**config.mk**
```make
export PLATFORM = sky130hd
export DESIGN_NAME = mem_arbiter_rr
export DESIGN_NICKNAME = d
export VERILOG_FILES = /design/src/rtl/mem_arbiter_pkg.sv /design/src/rtl/mem_arbiter_rr_pick.sv /design/src/rtl/mem_arbiter_rr.sv
export SDC_FILE = /design/constraint.sdc
export NUM_CORES = 1
export LEC_CHECK = 0
export BUFFER_PORTS_ARGS = -buffer_cell sky130_fd_sc_hd__buf_2
export CAP_MARGIN = 25
export CORE_AREA = 2 2 541 543
export DETAILED_ROUTE_END_ITERATION = 10
export DIE_AREA = 0 0 543 545
export GPL_TIMING_DRIVEN = 0
export SYNTH_ARGS = -nofsm -noshare
export SYNTH_HDL_FRONTEND = slang
export SYNTH_SLANG_ARGS = --single-unit
```
**constraint.sdc**
```tcl
create_clock -name clk -period 2.4 [get_ports clk]
set_input_delay 0.48 -clock clk [delete_from_list [all_inputs] [get_ports clk]]
set_output_delay 0.48 -clock clk [all_outputs]
set_load 0.005 [all_outputs]
```
**src/rtl/mem_arbiter_pkg.sv**
```systemverilog
// mem_arbiter_pkg: shared types and sizing helpers for the round-robin memory arbiter.
package mem_arbiter_pkg;
  typedef enum logic [1:0] {IDLE, BUSY, DONE} arb_state_t;
  typedef enum logic {OP_READ, OP_WRITE} op_t;
  function automatic int idx_width(input int n);
    return (n > 1) ? $clog2(n) : 1;
  endfunction
endpackage

```
**src/rtl/mem_arbiter_rr_pick.sv**
```systemverilog
// rr_priority_pick: find-first-set over req, scanning upward from ptr with wrap.
module rr_priority_pick #(
  parameter int N = 2,
  parameter int W = 1
) (
  input  logic [N-1:0] req,
  input  logic [W-1:0] ptr,
  output logic         valid,
  output logic [W-1:0] idx
);
  assign valid = |req;
  // Walk offsets from farthest to nearest so the closest request to ptr wins.
  always_comb begin
    idx = '0;
    for (int i = N - 1; i >= 0; i--)
      if (req[(int'(ptr) + i) % N]) idx = W'((int'(ptr) + i) % N);
  end
endmodule

```
**src/rtl/mem_arbiter_rr.sv**
```systemverilog
// mem_arbiter_rr: round-robin N-port arbiter onto one cacheline memory port.
// Registered IDLE/BUSY/DONE handshake with a sticky transaction watchdog.
module mem_arbiter_rr
  import mem_arbiter_pkg::*;
#(
  parameter int NUM_PORTS = 2,
  parameter int ADDR_WIDTH = 32,
  parameter int LINE_WIDTH = 256,
  parameter int TIMEOUT_CYCLES = 1023,
  localparam int GW = idx_width(NUM_PORTS)
) (
  input  logic                                 clk,
  input  logic                                 rst_n,
  input  logic [NUM_PORTS-1:0]                 req_read,
  input  logic [NUM_PORTS-1:0]                 req_write,
  input  logic [NUM_PORTS-1:0][ADDR_WIDTH-1:0] req_addr,
  input  logic [NUM_PORTS-1:0][LINE_WIDTH-1:0] req_wdata,
  output logic [LINE_WIDTH-1:0]                req_rdata,
  output logic [NUM_PORTS-1:0]                 req_resp,
  output logic                                 pmem_read,
  output logic                                 pmem_write,
  output logic [ADDR_WIDTH-1:0]                pmem_addr,
  output logic [LINE_WIDTH-1:0]                pmem_wdata,
  input  logic [LINE_WIDTH-1:0]                pmem_rdata,
  input  logic                                 pmem_resp,
  output logic [GW-1:0]                        grant_id,
  output logic                                 timeout_err
);
  localparam int TW = $clog2(TIMEOUT_CYCLES + 2);
  arb_state_t state;
  logic [GW-1:0] rr_ptr, pick_idx, next_ptr;
  logic pick_valid, busy, timeout, fire;
  logic [TW-1:0] wd_cnt;
  logic [LINE_WIDTH-1:0] rdata_q;
  logic [NUM_PORTS-1:0] req_any;
  op_t pick_op;
  assign req_any = req_read | req_write;
  rr_priority_pick #(.N(NUM_PORTS), .W(GW)) u_pick (
    .req  (req_any),
    .ptr  (rr_ptr),
    .valid(pick_valid),
    .idx  (pick_idx)
  );
  // A port raising both strobes is treated as a write.
  assign pick_op = req_write[pick_idx] ? OP_WRITE : OP_READ;
  assign busy = state == BUSY;
  assign timeout = TIMEOUT_CYCLES != 0 && busy && int'(wd_cnt) + 1 == TIMEOUT_CYCLES;
  assign fire = busy && (pmem_resp || timeout);
  assign req_resp = fire ? NUM_PORTS'(1) << grant_id : '0;
  // A genuine completion wins over a timeout landing on the same cycle.
  assign req_rdata = fire ? (pmem_resp ? pmem_rdata : '0) : rdata_q;
  assign next_ptr = (int'(grant_id) == NUM_PORTS - 1) ? '0 : grant_id + 1'b1;
  always_ff @(posedge clk or negedge rst_n) begin
    if (!rst_n) begin
      state <= IDLE;
      rr_ptr <= '0;
      grant_id <= '0;
      pmem_read <= 1'b0;
      pmem_write <= 1'b0;
      pmem_addr <= '0;
      pmem_wdata <= '0;
      rdata_q <= '0;
      timeout_err <= 1'b0;
      wd_cnt <= '0;
    end else begin
      case (state)
        IDLE: if (pick_valid) begin
          state <= BUSY;
          grant_id <= pick_idx;
          pmem_read <= pick_op == OP_READ;
          pmem_write <= pick_op == OP_WRITE;
          pmem_addr <= req_addr[pick_idx];
          pmem_wdata <= req_wdata[pick_idx];
          wd_cnt <= '0;
        end
        BUSY: if (fire) begin
          state <= DONE;
          pmem_read <= 1'b0;
          pmem_write <= 1'b0;
          rr_ptr <= next_ptr;
          rdata_q <= req_rdata;
          wd_cnt <= '0;
          if (!pmem_resp) timeout_err <= 1'b1;
        end else begin
          wd_cnt <= wd_cnt + 1'b1;
        end
        DONE: state <= IDLE;
        default: state <= IDLE;
      endcase
    end
  end
  no_read_and_write: assert property (@(posedge clk) disable iff (!rst_n) !(|(req_read & req_write)));
endmodule

```
==> impl_metrics.ini, run 1 <==
[critical_path]
cp.depth = 10
path_buf_inv = 4
arrival_ps = 3300
endpoint_kind = primary output
cp_common_cell = buf_12
reg2regPathDepth = 10
max_stage_delay_ps = 420
path_cells = ha_4, nand4_1, xor2_1, o22a_2, a211o_4, buf_12, buf_16, buf_12, a22o_4, buf_6
r2r_start = wd_cnt[1]
r2r-end = rdata_q[21]
r2r_setup_slack_ps = -400
required_ps = 1920
start_kind = flip-flop
critPathKind = flip-flop to primary output
cp_max_fo = 10
crit_slowest_cell = a211o_4
cpLargestDelayFamily = compound AO/OA/AOI/OAI gates

[power]
pwr_density_cell_mw_per_mm2 = 1210
ir_worst_vdd_uv = 694
p_leak_nw = 22.8

[layout]
final_common_cell = buf_2
finalInstanceArea_sq_mm = 0.0482
layout.nets = 5176
drive_above_1_share_pct = 39.9
areaGrowthSynthToFinish_pct = 89.1
final_cell_mix = buf_2, dlygate4sd3_1, dfrtp_1, a22o_1, nand2_1
fin_cells = 8402

[sta]
finalMaxSlewViolations = 0
setup_slack_ps = -1380
setup_violations = 576
period_share_pct = 157
rsz0062_at_grt = true
min_period_ps = 3780
finalHoldViolations = 0
slew_headroom_pct = 36.0
clock_skew_ps = 51.4
max_freq_mhz = 265
worst_pin_slew_ps = 933

[logic_synthesis]
ys_seq_elements = 562
avgSynthCellArea_sq_um = 11.4
synth_area_sq_mm = 0.0255
yosysWarnings = 0
syn_inst = 2243
synthDistinctLibCells = 41
yosysSeqAreaShare_pct = 55.2
synth_nets = 3084

[floorplanning]
initial_core_util_pct = 8.79
row_count = 198
die_w_um = 543
core_sq_mm = 0.290
io_pins = 1389
dieArea_sq_mm = 0.296
die_h_um = 545

[clock_network]
cts_root_buffer = clkbuf_16
cts_tree = yes
cts_buffer_depth = 4
clock_latency_ps = 770
clk_pin_slew_ps = 60
cts-buffers-inserted = 77
cts_max_level = 3
clock_sinks = 562

[placement]
dp.cells = 7548
io_buffers = 1388
hpwl_um = 197000
placed_area_sq_mm = 0.0377
place_congestion = 1.07

[global_route]
antenna_found_initial = 203
grt-ovfl-total = 0
grt_max_degree = 113
grt_pass1_wl_um = 289000
grtUsageTotal_pct = 14.8
grt_pass1_vias = 29400

[status]
violations = setup timing
outcome = finished, violations left

[detailed_routing]
wl_um = 231000
drt-initial-drc-count = 2707
drc_errors = 0
wl_per_cell_um = 27.5
num_vias = 29800
via_per_inst = 3.55
drtAntennaViolNets = 0
drtPass1Iterations = 6

[min_path]
hold_end = pmem_addr[15]
holdPathStages = 3
holdCritPathClass = primary input to flip-flop
min_from = req_addr[47]

[job]
cap_violations = 0
-- per-stage QoR --
| stage | utilization (%) | hold WS (ps) | worst slack, ps | setup TNS, ps | power (mW) |
|---|---|---|---|---|---|
| 2_1_floorplan | - | 184 | -127 | -28870 | 27.4 |
| 3_3_place_gp | 12.9 | 445 | -12170 | -8455440 | 42.8 |
| 3_5_place_dp | 13.0 | 453 | -2000 | -913330 | 43.2 |
| 4_1_cts | 16.4 | 0.145 | -1480 | -424640 | 58.4 |
| 5_1_grt | 16.6 | 26.4 | -1500 | -457340 | 61.6 |
| 6_report | 16.6 | 74.5 | -1380 | -377730 | 58.2 |
-- layer usage --
layer | part of all wire, % | global-route usage, %
met1 | 37 | 16.4
met2 | 43 | 22.4
met3 | 14 | 8.45
met4 | 5.7 | 7.78
met5 | 0.49 | 0.536
-- state kept, by name, indices dropped and copies added, names as in the netlist --
| signal | cells |
|---|---|
| wd_cnt | 11 |
| state | 2 |
| pmem_addr | 32 |
| timeout_err | 1 |
| rr_ptr | 1 |
| pmem_write | 1 |
| pmem_read | 1 |
| grant_id | 1 |
| rdata_q | 256 |
| pmem_wdata | 256 |
-- cells in the mapped netlist, drive strengths merged --
| cell | n | share of area [%] |
|---|---|---|
| mux2i | 288 | 11 |
| nor2b | 4 | 0.098 |
| a32o | 2 | 0.079 |
| or3 | 1 | 0.025 |
| nor2 | 11 | 0.16 |
| dfrtp | 562 | 55 |
| o22ai | 1 | 0.025 |
| xor2 | 5 | 0.17 |
| nand3 | 4 | 0.079 |
| a221oi | 1 | 0.034 |
| or2 | 2 | 0.049 |
| o311ai | 1 | 0.034 |
| o21ai | 297 | 5.8 |
| mux2 | 1 | 0.044 |
| nand4 | 1 | 0.025 |
| xnor2 | 1 | 0.034 |
| a21o | 2 | 0.059 |
| inv | 8 | 0.12 |
| a22o | 512 | 18 |
| a31o | 1 | 0.034 |
| o22a | 1 | 0.034 |
| and3 | 1 | 0.025 |
| o21a | 1 | 0.029 |
| o221ai | 1 | 0.034 |
| nor3b | 1 | 0.029 |
| clkbuf | 156 | 2.3 |
| ha | 2 | 0.098 |
| nand2 | 304 | 4.5 |
| nor4 | 2 | 0.049 |
| o211ai | 1 | 0.029 |
| a31oi | 3 | 0.074 |
| buf | 55 | 1.6 |
| nor3 | 2 | 0.039 |
| a21oi | 4 | 0.079 |
| o31ai | 1 | 0.029 |
| a211o | 1 | 0.034 |
| nand2b | 1 | 0.025 |
| o2111a | 1 | 0.044 |
-- repair_timing --
item,4_1_cts,5_1_grt
cloned,9,3
gates resized for setup,373,79
endpoints found under the hold margin,500,0
hold buffers,582,0
pin swaps,8,14
setup buffers,9,7
endpoints found under the setup margin,808,688
-- how the worst max path moves through the flow --
stage / start / slack, ps / endpoint
detailed placement: wd_cnt[0] / -2000 / req_rdata[10]
global route: wd_cnt[1] / -1500 / req_rdata[56]
CTS: wd_cnt[1] / -1480 / req_rdata[47]
finish: wd_cnt[1] / -1380 / req_rdata[106]
floorplan: wd_cnt[0] / -130 / req_rdata[100]
global placement: rst_n / -12170 / pmem_wdata[130]
-- logic make-up (layout without fill, tap and decap cells) --
family	count (synthesis)	in the layout	synth area share, %
buffers and inverters	219	2361	4.03
multiplexers	289	289	11.4
flip-flops	562	562	55.2
adder cells (fa/ha/maj)	2	2	0.0981
AO/OA/AOI/OAI	831	831	24.1
AND/OR/NAND/NOR	334	334	5.08
other	0	117	0
XOR/XNOR	6	6	0.206
-- report_power, final --
group	switching [mW]	leakage, nW	internal (mW)
sequential	2.84	6.72	14.2
combinational	16.9	14.9	12.4
clock	4.95	1.20	6.85
-- layout make-up --
cell class                      instances  area (sq um)
Antenna cell                          117           293
Buffer                                210          1370
Clock buffer                           98          2110
Clock inverter                         31           353
Fill cell                           32200        242000
Inverter                                8          30.0
Multi-Input combinational cell       1462         11000
Sequential cell                       562         14100
Tap cell                             3900          4880
Timing Repair Buffer                 2014         14100
-- worst min-delay path: cells and delay by family --
kind	cells	cell delay, ps
buffers and inverters	1	110
AOI/OAI and AO/OA	1	150
muxes	1	60
Power figures use the tool's default switching activity.
==> inputs of run 2 (changes only) <==
--- a/config.mk
+++ b/config.mk
@@ -5,12 +5,14 @@
 export SDC_FILE = /design/constraint.sdc
 export NUM_CORES = 1
 export LEC_CHECK = 0
+export ABC_AREA = 1
 export BUFFER_PORTS_ARGS = -buffer_cell sky130_fd_sc_hd__buf_2
 export CAP_MARGIN = 25
-export CORE_AREA = 2 2 541 543
+export CORE_AREA = 2 2 536 538
 export DETAILED_ROUTE_END_ITERATION = 10
-export DIE_AREA = 0 0 543 545
+export DIE_AREA = 0 0 538 540
 export GPL_TIMING_DRIVEN = 0
+export RECOVER_POWER = 100
 export SYNTH_ARGS = -nofsm -noshare
 export SYNTH_HDL_FRONTEND = slang
 export SYNTH_SLANG_ARGS = --single-unit
==> run 2 against run 1 <==
  * The run still ends with setup timing left
  * Core utilization rose by 1.8 points
  * Area after synthesis fell by 2.0%
  * Sequential cell count did not move
  * Die area down 1.8%
  * Combinational power rose by 45%
  * Sequential power rose by 3%
  * Cell count rose by 8.9%
  * First-iteration DRC count is 4.0% higher
  * Clock skew decreased by 12 ps
  * Via count up 12%
  * Setup slack improved by 150 ps
  * Register-to-register slack gained 120 ps
  * Largest power group unchanged
==> impl_metrics.ini, run 2 <==
[status]
outcome = finished, violations left
violations = setup timing

[detailed_routing]
drc_errors = 0
routed.top_layer = met5
drt-initial-drc-count = 2816
via_per_inst = 3.64
met1_length_um = 106000
wl_um = 275000
wl_met2_um = 117000
num_vias = 33300
drtPass1Iterations = 8
drtAntennaViolNets = 0
wl_per_cell_um = 30.1
met3_length_um = 35600

[layout]
drive_above_1_share_pct = 43.6
finalInstanceArea_sq_mm = 0.0523
reg_top3 = pmem_wdata (256), rdata_q (256), pmem_addr (32)
multiInputGateArea_sq_mm = 0.0130
areaGrowthSynthToFinish_pct = 109
final_cell_mix = buf_2, nand2_1, o21ai_0, dfrtp_1, dlygate4sd3_1
layout.nets = 6094
final_common_cell = buf_2
register_area_sq_mm = 0.0141
fin_util_pct = 18.4
fillers = 31600

[floorplanning]
die_w_um = 538
row_count = 196
core_sq_mm = 0.284
dieArea_sq_mm = 0.291
io_pins = 1389
die_h_um = 540
initial_core_util_pct = 8.79

[logic_synthesis]
synth_top_area_share_pct = 56.3
synth_area_sq_mm = 0.0250
synthTopCellsByArea = dfrtp_1, nand2_1, o21ai_0
synth_async_sr_flop_share_pct = 100
yosysSeqAreaShare_pct = 56.3
ys.flop_type = dfrtp_1
yosysWarnings = 0
ys_seq_elements = 562
synth_nets = 3925
synthDistinctLibCells = 20
yosysMostFrequentCell = nand2_1
avgSynthCellArea_sq_um = 8.11
synth_commonest_cells = nand2_1, o21ai_0, dfrtp_1
syn_inst = 3084
netlist.top_cell.by_area = dfrtp_1
synth-edff-count = 0

[critical_path]
start_kind = flip-flop
critPathKind = flip-flop to primary output
arrival_ps = 3150
crit_slowest_cell = dfrtp_1
r2r_start = state[0]
cp_max_fo = 10
endpoint_kind = primary output
max_stage_delay_ps = 400
path_cells = nor2_4, buf_12, buf_4, clkbuf_2, clkbuf_1, nand3_1, nand2_4, buf_8
required_ps = 1920
startpoint = state[1]

[clock_network]
clock_latency_ps = 780
cts_root_buffer = clkbuf_16
cts_max_level = 3
cts_tree = yes
cts-buffers-inserted = 81
clock_sinks = 562
clk_pin_slew_ps = 70
cts_buffer_depth = 4

[sta]
setup_violations = 688
finalHoldViolations = 0
rsz0062_at_grt = true
clock_skew_ps = 38.9
setup_slack_ps = -1230
worst_pin_slew_ps = 1180
finalMaxSlewViolations = 0
slew_headroom_pct = 21.6
min_period_ps = 3630
max_freq_mhz = 276
period_share_pct = 151

[power]
cellInternalPower_mw = 37.4
p_leak_nw = 24.8
p_switching_mw = 35.9
seq_power_share_pct = 24.0
total_power_mw = 73.2
pwr-share-comb_pct = 58.3
p_clk_share_pct = 17.6
swShare_pct = 49.0
pwr_density_cell_mw_per_mm2 = 1400
ir_worst_vdd_uv = 801

[placement]
dp_slack_ps = -1790
place_congestion = 1.00
hpwl_um = 231000
io_buffers = 1387
placed_area_sq_mm = 0.0371

[global_route]
grt_pass1_wl_um = 333000
antenna_found_initial = 147
grt_max_degree = 110
grtUsageTotal_pct = 17.8
grt_pass1_vias = 31900
grt-ovfl-total = 0

[min_path]
min_from = req_wdata[235]
holdCritPathClass = primary input to flip-flop

[job]
cap_violations = 0
==> run 2: what timing repair did <==
item | CTS | global route
cloned | 12 | 15
setup endpoints to repair | 816 | 857
pin swaps | 9 | 25
endpoints found under the hold margin | 492 | 0
setup buffers | 42 | 75
hold buffers | 544 | 0
resized for setup | 688 | 918
==> run 2: through the flow <==
stage           TNS, ps  cells  hold WS [ps]
2_1_floorplan         0   3084           184
3_3_place_gp   -8297470   8233           448
3_5_place_dp    -770630   8259           414
4_1_cts         -514310   8996         0.121
5_1_grt         -601440   9110          40.4
6_report        -393780   9150          68.2
==> run 2: cell type report <==
type,count,area share [%]
Timing Repair Buffer,2093,31.0
Sequential cell,562,26.9
Multi-Input combinational cell,2286,24.8
Tap cell,3762,9.00
Clock buffer,105,4.32
Buffer,208,2.50
Clock inverter,36,0.900
Antenna cell,77,0.369
Inverter,21,0.158
==> run 2: critical path: cells and delay by family (launching register included) <==
family | cells | cell delay [ps]
flops | 1 | 400
simple gates | 3 | 670
buf+inv | 5 | 1240
==> run 2: power by group through the flow <==
stage          sequential [mW]  combinational [mW]  clock, mW
6_report                  17.6                42.7       12.9
5_1_grt                   18.0                45.7       13.6
4_1_cts                   16.7                37.9       13.3
3_5_place_dp              16.5                32.3          0
3_3_place_gp              16.4                31.9          0
2_1_floorplan             16.2                10.2          0
==> run 2: logic make-up (layout without fill, tap and decap cells) <==
| family | Yosys count | in the layout | share of synthesized area, % |
|---|---|---|---|
| buffers and inverters | 236 | 2463 | 4.17 |
| flip-flops | 562 | 562 | 56.3 |
| adder cells (fa/ha/maj) | 2 | 2 | 0.100 |
| AND/OR/NAND/NOR | 1694 | 1694 | 27.6 |
| AO/OA/AOI/OAI | 590 | 590 | 11.8 |
| other | 0 | 77 | 0 |
==> run 2: per-layer routing <==
layer  GRT usage (%)  vias up
li1                -    14500
met1            20.7    16000
met2            27.1     2108
met3            8.67      606
met4            8.72       60
met5               0        -
==> run 2: final timing paths <==
path	endpoint	slack (ps)	depth (start not counted)
setup / recovery	req_rdata[218]	-1230	8
hold / removal	pmem_wdata[235]	70	3
setup reg to reg	pmem_addr[27]	-280	8
hold reg to reg	rdata_q[5]	470	2
max in group asynchronous	pmem_wdata[138]	-700	5
min in group asynchronous	pmem_wdata[88]	520	2
